**src/rtl/transfer_to_host_arbiter.sv**
```systemverilog
// transfer_to_host_arbiter
// Round-robin arbiter that shares one active_transfer "to host" channel
// among NUM_REQ requesters. The winner's address/data byte is captured and
// start_transfer is held for a fixed window. The FSM then follows
// transfer_busy high and low. Each transfer ends with one ack pulse and
// either a done pulse or an error pulse for the owning requester.
// Every output comes straight from a flop.

module transfer_to_host_arbiter #(
    parameter int NUM_REQ      = 4,
    parameter int ADDR_W       = 3,
    parameter int DATA_W       = 8,
    parameter int START_HOLD   = 4,
    parameter int BUSY_TIMEOUT = 255
) (
    input  logic                      uc_clk,
    input  logic                      uc_reset,
    input  logic [NUM_REQ-1:0]        req_valid,
    input  logic [NUM_REQ*ADDR_W-1:0] req_addr,
    input  logic [NUM_REQ*DATA_W-1:0] req_data,
    output logic [NUM_REQ-1:0]        req_ack,
    output logic [NUM_REQ-1:0]        req_done,
    output logic [NUM_REQ-1:0]        req_error,
    output logic                      start_transfer,
    output logic [ADDR_W-1:0]         uc_addr,
    output logic [DATA_W-1:0]         transfer_to_host,
    input  logic                      transfer_busy,
    output logic                      arb_busy
);

    localparam int PTR_W  = (NUM_REQ > 1) ? $clog2(NUM_REQ) : 1;
    localparam int HOLD_W = (START_HOLD > 1) ? $clog2(START_HOLD) : 1;
    localparam int TO_W   = 8;

    typedef enum logic [2:0] {
        S_IDLE,
        S_START,
        S_WAIT_HI,
        S_WAIT_LO,
        S_GAP
    } state_t;

    // Per-requester view of the flat address/data buses (slot i = bits [i*W +: W])
    logic [NUM_REQ-1:0][ADDR_W-1:0] slot_addr;
    logic [NUM_REQ-1:0][DATA_W-1:0] slot_data;

    assign slot_addr = req_addr;
    assign slot_data = req_data;

    state_t              state_q, state_d;
    logic [HOLD_W-1:0]   hold_q, hold_d;
    logic [TO_W-1:0]     to_q, to_d;
    logic [PTR_W-1:0]    rr_q, rr_d;
    logic [PTR_W-1:0]    grant_q, grant_d;
    logic [ADDR_W-1:0]   addr_q, addr_d;
    logic [DATA_W-1:0]   data_q, data_d;
    logic                start_q, start_d;
    logic [NUM_REQ-1:0]  ack_q, ack_d;
    logic [NUM_REQ-1:0]  done_q, done_d;
    logic [NUM_REQ-1:0]  err_q, err_d;
    logic                arb_busy_q, arb_busy_d;

    logic                arb_found;
    logic [PTR_W-1:0]    arb_win;
    logic [PTR_W-1:0]    scan;

    // Round-robin search: first valid requester at or after rr_q, wrapping
    always_comb begin
        arb_found = 1'b0;
        arb_win   = '0;
        scan      = '0;
        for (int i = 0; i < NUM_REQ; i++) begin
            scan = PTR_W'((int'(rr_q) + i) % NUM_REQ);
            if (!arb_found && req_valid[scan]) begin
                arb_found = 1'b1;
                arb_win   = scan;
            end
        end
    end

    // Next-state and next-output logic for the transfer FSM
    always_comb begin
        state_d    = state_q;
        hold_d     = hold_q;
        to_d       = to_q;
        rr_d       = rr_q;
        grant_d    = grant_q;
        addr_d     = addr_q;
        data_d     = data_q;
        start_d    = 1'b0;
        ack_d      = '0;
        done_d     = '0;
        err_d      = '0;

        case (state_q)
            S_IDLE: begin
                // Requests are only looked at here; the winner's slot is
                // latched so the requester may change or drop it after ack.
                if (arb_found) begin
                    state_d       = S_START;
                    hold_d        = '0;
                    grant_d       = arb_win;
                    rr_d          = PTR_W'((int'(arb_win) + 1) % NUM_REQ);
                    addr_d        = slot_addr[arb_win];
                    data_d        = slot_data[arb_win];
                    start_d       = 1'b1;
                    ack_d[arb_win] = 1'b1;
                end
            end
            S_START: begin
                // hold_q counts START cycles already spent (0..START_HOLD-1)
                if (hold_q == HOLD_W'(START_HOLD - 1)) begin
                    state_d = S_WAIT_HI;
                    to_d    = '0;
                end else begin
                    hold_d  = hold_q + 1'b1;
                    start_d = 1'b1;
                end
            end
            S_WAIT_HI: begin
                // Busy is tested first so a rise on the last allowed cycle
                // still counts as success.
                if (transfer_busy) begin
                    state_d = S_WAIT_LO;
                end else if (to_q == TO_W'(BUSY_TIMEOUT - 1)) begin
                    err_d[grant_q] = 1'b1;
                    state_d        = S_IDLE;
                end else begin
                    to_d = to_q + 1'b1;
                end
            end
            S_WAIT_LO: begin
                // No timeout here: the host side may stall indefinitely
                if (!transfer_busy) begin
                    done_d[grant_q] = 1'b1;
                    state_d         = S_GAP;
                end
            end
            S_GAP: begin
                // Guarantees start_transfer is low for at least one cycle
                // between back-to-back transfers.
                state_d = S_IDLE;
            end
            default: begin
                state_d = S_IDLE;
            end
        endcase

        arb_busy_d = (state_d != S_IDLE);
    end

    // State and registered outputs; async reset drops everything immediately
    always_ff @(posedge uc_clk or negedge uc_reset) begin
        if (!uc_reset) begin
            state_q    <= S_IDLE;
            hold_q     <= '0;
            to_q       <= '0;
            rr_q       <= '0;
            grant_q    <= '0;
            addr_q     <= '0;
            data_q     <= '0;
            start_q    <= 1'b0;
            ack_q      <= '0;
            done_q     <= '0;
            err_q      <= '0;
            arb_busy_q <= 1'b0;
        end else begin
            state_q    <= state_d;
            hold_q     <= hold_d;
            to_q       <= to_d;
            rr_q       <= rr_d;
            grant_q    <= grant_d;
            addr_q     <= addr_d;
            data_q     <= data_d;
            start_q    <= start_d;
            ack_q      <= ack_d;
            done_q     <= done_d;
            err_q      <= err_d;
            arb_busy_q <= arb_busy_d;
        end
    end

    assign req_ack          = ack_q;
    assign req_done         = done_q;
    assign req_error        = err_q;
    assign start_transfer   = start_q;
    assign uc_addr          = addr_q;
    assign transfer_to_host = data_q;
    assign arb_busy         = arb_busy_q;

endmodule
```
**config.mk**
```make
export PLATFORM = sky130hd
export DESIGN_NAME = transfer_to_host_arbiter
export DESIGN_NICKNAME = d
export VERILOG_FILES = /design/src/rtl/transfer_to_host_arbiter.sv
export SDC_FILE = /design/constraint.sdc
export NUM_CORES = 1
export LEC_CHECK = 0
export CORE_MARGIN = 4
export CORE_UTILIZATION = 46
export DETAILED_ROUTE_END_ITERATION = 16
export HOLD_SLACK_MARGIN = 0.08
export PLACE_DENSITY = 0.79
export SLEW_MARGIN = 10
export SYNTH_ARGS = -nofsm -noshare
export SYNTH_HDL_FRONTEND = slang
export SYNTH_SLANG_ARGS = --single-unit
export TNS_END_PERCENT = 50
```
**constraint.sdc**
```tcl
create_clock -name uc_clk -period 2.1 [get_ports uc_clk]
set_input_delay 0.315 -clock uc_clk [delete_from_list [all_inputs] [get_ports uc_clk]]
set_output_delay 0.315 -clock uc_clk [all_outputs]
set_load 0.01 [all_outputs]
```
==> impl_results.md <==
- Run status: finished, final reports clean
- CP Class: input port to flop
- Post-Syn Nets: 289
- Leading area contributor after synthesis: dfrtp_1
- Layout Skew: 0.00822 ns
- Cell count along the critical path: 7
- Hold Fails Final Rpt: 0
- DR vias: 2102
- Post-synth EDFFs: 0
- CTS Buffer Depth: 2
- ANT nets after route: 0
- DIE HEIGHT: 78.6 µm
- Initial Util: 0.478
- CP required: 2.28 ns
- RSZ-0062 raised after global routing: false
- Total CTS buffers: 5
- Cts hold-fix bufs: 0
- Syn Inst Count: 231
- Row count: 25
- Via density: 5.49
- Fmax: 0.547 GHz
- Arrival time worst endpoint: 2.01 ns
- Die Wd: 78.6 µm
- Post-Route WL: 5820 µm
- Family with the most delay on the worst path: buffers and inverters
- Slew headroom: 0.661
- Post-Syn Area: 2290 µm²
- Layout cells sized above 1: 0.108
- # DRC: 0
- Wire per inst: 15.2 µm
- Total gr overflow: 0
- Post-place setup slack: -0.0385 ns
- Clock sinks: 42
- Postcts setup bufs: 0
- Fin nets: 373
- Core outline area: 4790 µm²
- First-pass GRT wire length: 9750 µm
- Finished layout cell area: 3280 µm²
- Post-synth cell types: 37
- Mean post-synth cell area: 9.91 µm²
- Top_reg_cell synth: dfrtp_1
- IO Port Bufs: 75
- PostCTS Resize Cnt: 0
- Dpl cell area: 3170 µm²
- Post-layout minimum cycle time: 1.83 ns
- Worst hold path class: input port to asynchronous set/reset pin
- Most common cell in the netlist: dfrtp_1
- Initial drt markers: 97
- Drt pass-1 iters: 4
- Synth Register Bits: 42
- Max Slew Vio Count: 0
- Root Buffer: clkbuf_8
- CTS tree: done
- Placer congestion estimate: 0.799
- P&R area growth vs syn: 43.2%
- Post-synth top cells: 42 x dfrtp_1, 27 x nand2_1, 18 x nor2_1
- Sequential fraction of the synthesis area: 0.459
- Post-route worst setup slack: 0.271 ns
- Pleak: 0.00145 µW
- Hold WS: 0.0685 ns
- Ports: 76
- CP Max Fanout: 7
- Worst skew pair latency: 0.30 ns
- Vias in the first global route: 2096
- Least-Margin Pin Slew: 0.509 ns
- Total power: 3540 µW
- Yosys warns: 0
- Path depth of the worst reg2reg path: 5
- Fin crit share: 0.871
- Clk slew on worst S/H paths: 0.08 ns
- H-Tree Depth: 2
- Number of diodes: 0
- Synth top area share: 0.459
- Worst setup SP type: input port
- Maximum VDD drop: 0.530 mV
- GRT Total Usage: 0.202
- Die footprint: 6170 µm²
- Worst path max stage delay: 0.57 ns
- Fraction of registers with async set or reset after synthesis: 1.00
- CP bufs+invs: 2
- Critical path cell sequence: clkdlybuf4s50_1 -> nor2b_1 -> o21a_1 -> nor3_4 -> buf_4 -> mux2i_1 -> o211ai_2
- Slowest CP cell: clkdlybuf4s50_1
- Setup violators final: 0
- Setup crit end kind: flop
- Synth area leaders: dfrtp_1 46%, mux2i_1 4.8%, a211o_1 4.6%
- Initial antenna violation count: 0
- Power per cell area: 1080 nW/µm²
- Largest net degree at the start of global routing: 43
- MaxCap Viol Count: 0
- Detailed Place HPWL: 4380 µm
layer usage:
layer / GRT usage / share of wire
met5: 0 / 0
met4: 0.0629 / 0.014
met3: 0.0665 / 0.099
met2: 0.329 / 0.48
met1: 0.253 / 0.41
through the flow:
step	util	TNS, ns	std cells
floorplan	-	0	231
global placement	0.663	0	375
detailed placement	0.663	-0.0950	375
CTS	0.685	0	383
global route	0.685	0	383
finish	0.685	0	383
layout by cell type, fill, tap and decap left out, drive strengths merged:
master	synthesis	layout
o21a	2	2
dfrtp	42	42
nor2b	1	1
clkbuf	9	7
inv	6	6
ha	7	7
or2	3	3
o211ai	13	13
o31ai	12	12
nor3	4	4
and3	7	7
a22o	1	1
mux2i	11	11
xor2	4	4
and2	1	1
a21o	1	1
o21ai	9	9
xnor2	1	1
nand4	14	14
nand3	5	5
nor2	18	18
a211o	12	12
nor3b	1	1
a21oi	6	6
nand3b	1	1
buf	4	16
clkdlybuf4s50	0	74
nand2b	6	6
bufinv	0	1
or3	2	2
nor4b	1	1
nand2	27	27
final cells by class:
class	instances	area (µm²)
fill	384	1510
multi-input combinational	170	1160
sequential	42	1050
timing repair buffer	90	858
tap	67	83.8
clock buffer	7	76.3
clock inverter	1	30.0
inverter	6	22.5
report_power, final:
group / total [µW] / internal (µW) / switching (µW)
clock: 625 / 356 / 269
combinational: 1670 / 825 / 841
sequential: 1250 / 1040 / 209
total: 3540 / 2220 / 1320
cell families (layout without fill, tap and decap cells):
group,count (synthesis),after routing,synth area share
AND/OR/NAND/NOR,91,91,0.210
AO/OA/AOI/OAI,56,56,0.189
flip-flops,42,42,0.459
buffers and inverters,19,104,0.0361
multiplexers,11,11,0.0481
adder cells (fa/ha/maj),7,7,0.0382
XOR/XNOR,5,5,0.0191
worst register-to-register path: cells and delay by family, from the launching register on:
| kind | cells | cell delay [ns] |
|---|---|---|
| buffers and inverters | 1 | 0.23 |
| flip-flops | 1 | 0.52 |
| AND/OR/NAND/NOR | 2 | 0.62 |
| AO/OA/AOI/OAI | 2 | 0.36 |
flip-flops by register name, summed over array words and instances, names as in the netlist, 2 cells and up:
register          count
state_q               3
hold_q                2
rr_q                  2
grant_q               2
transfer_to_host      8
to_q                  8
req_ack               4
uc_addr               3
req_error             4
req_done              4
path summary, 6_finish.rpt:
| path | startpoint | endpoint | slack (ns) |
|---|---|---|---|
| setup / recovery | req_valid[3] | transfer_to_host[3] | 0.27 |
| hold / removal | uc_reset | hold_q[0] | 0.07 |
| setup reg to reg | state_q[0] | transfer_to_host[4] | 0.29 |
| hold reg to reg | transfer_to_host[2] | transfer_to_host[2] | 0.51 |
| max in group asynchronous | uc_reset | to_q[4] | 1.67 |
| min in group uc_clk | transfer_to_host[2] | transfer_to_host[2] | 0.51 |
No activity file was read; power rests on OpenSTA's default activity.
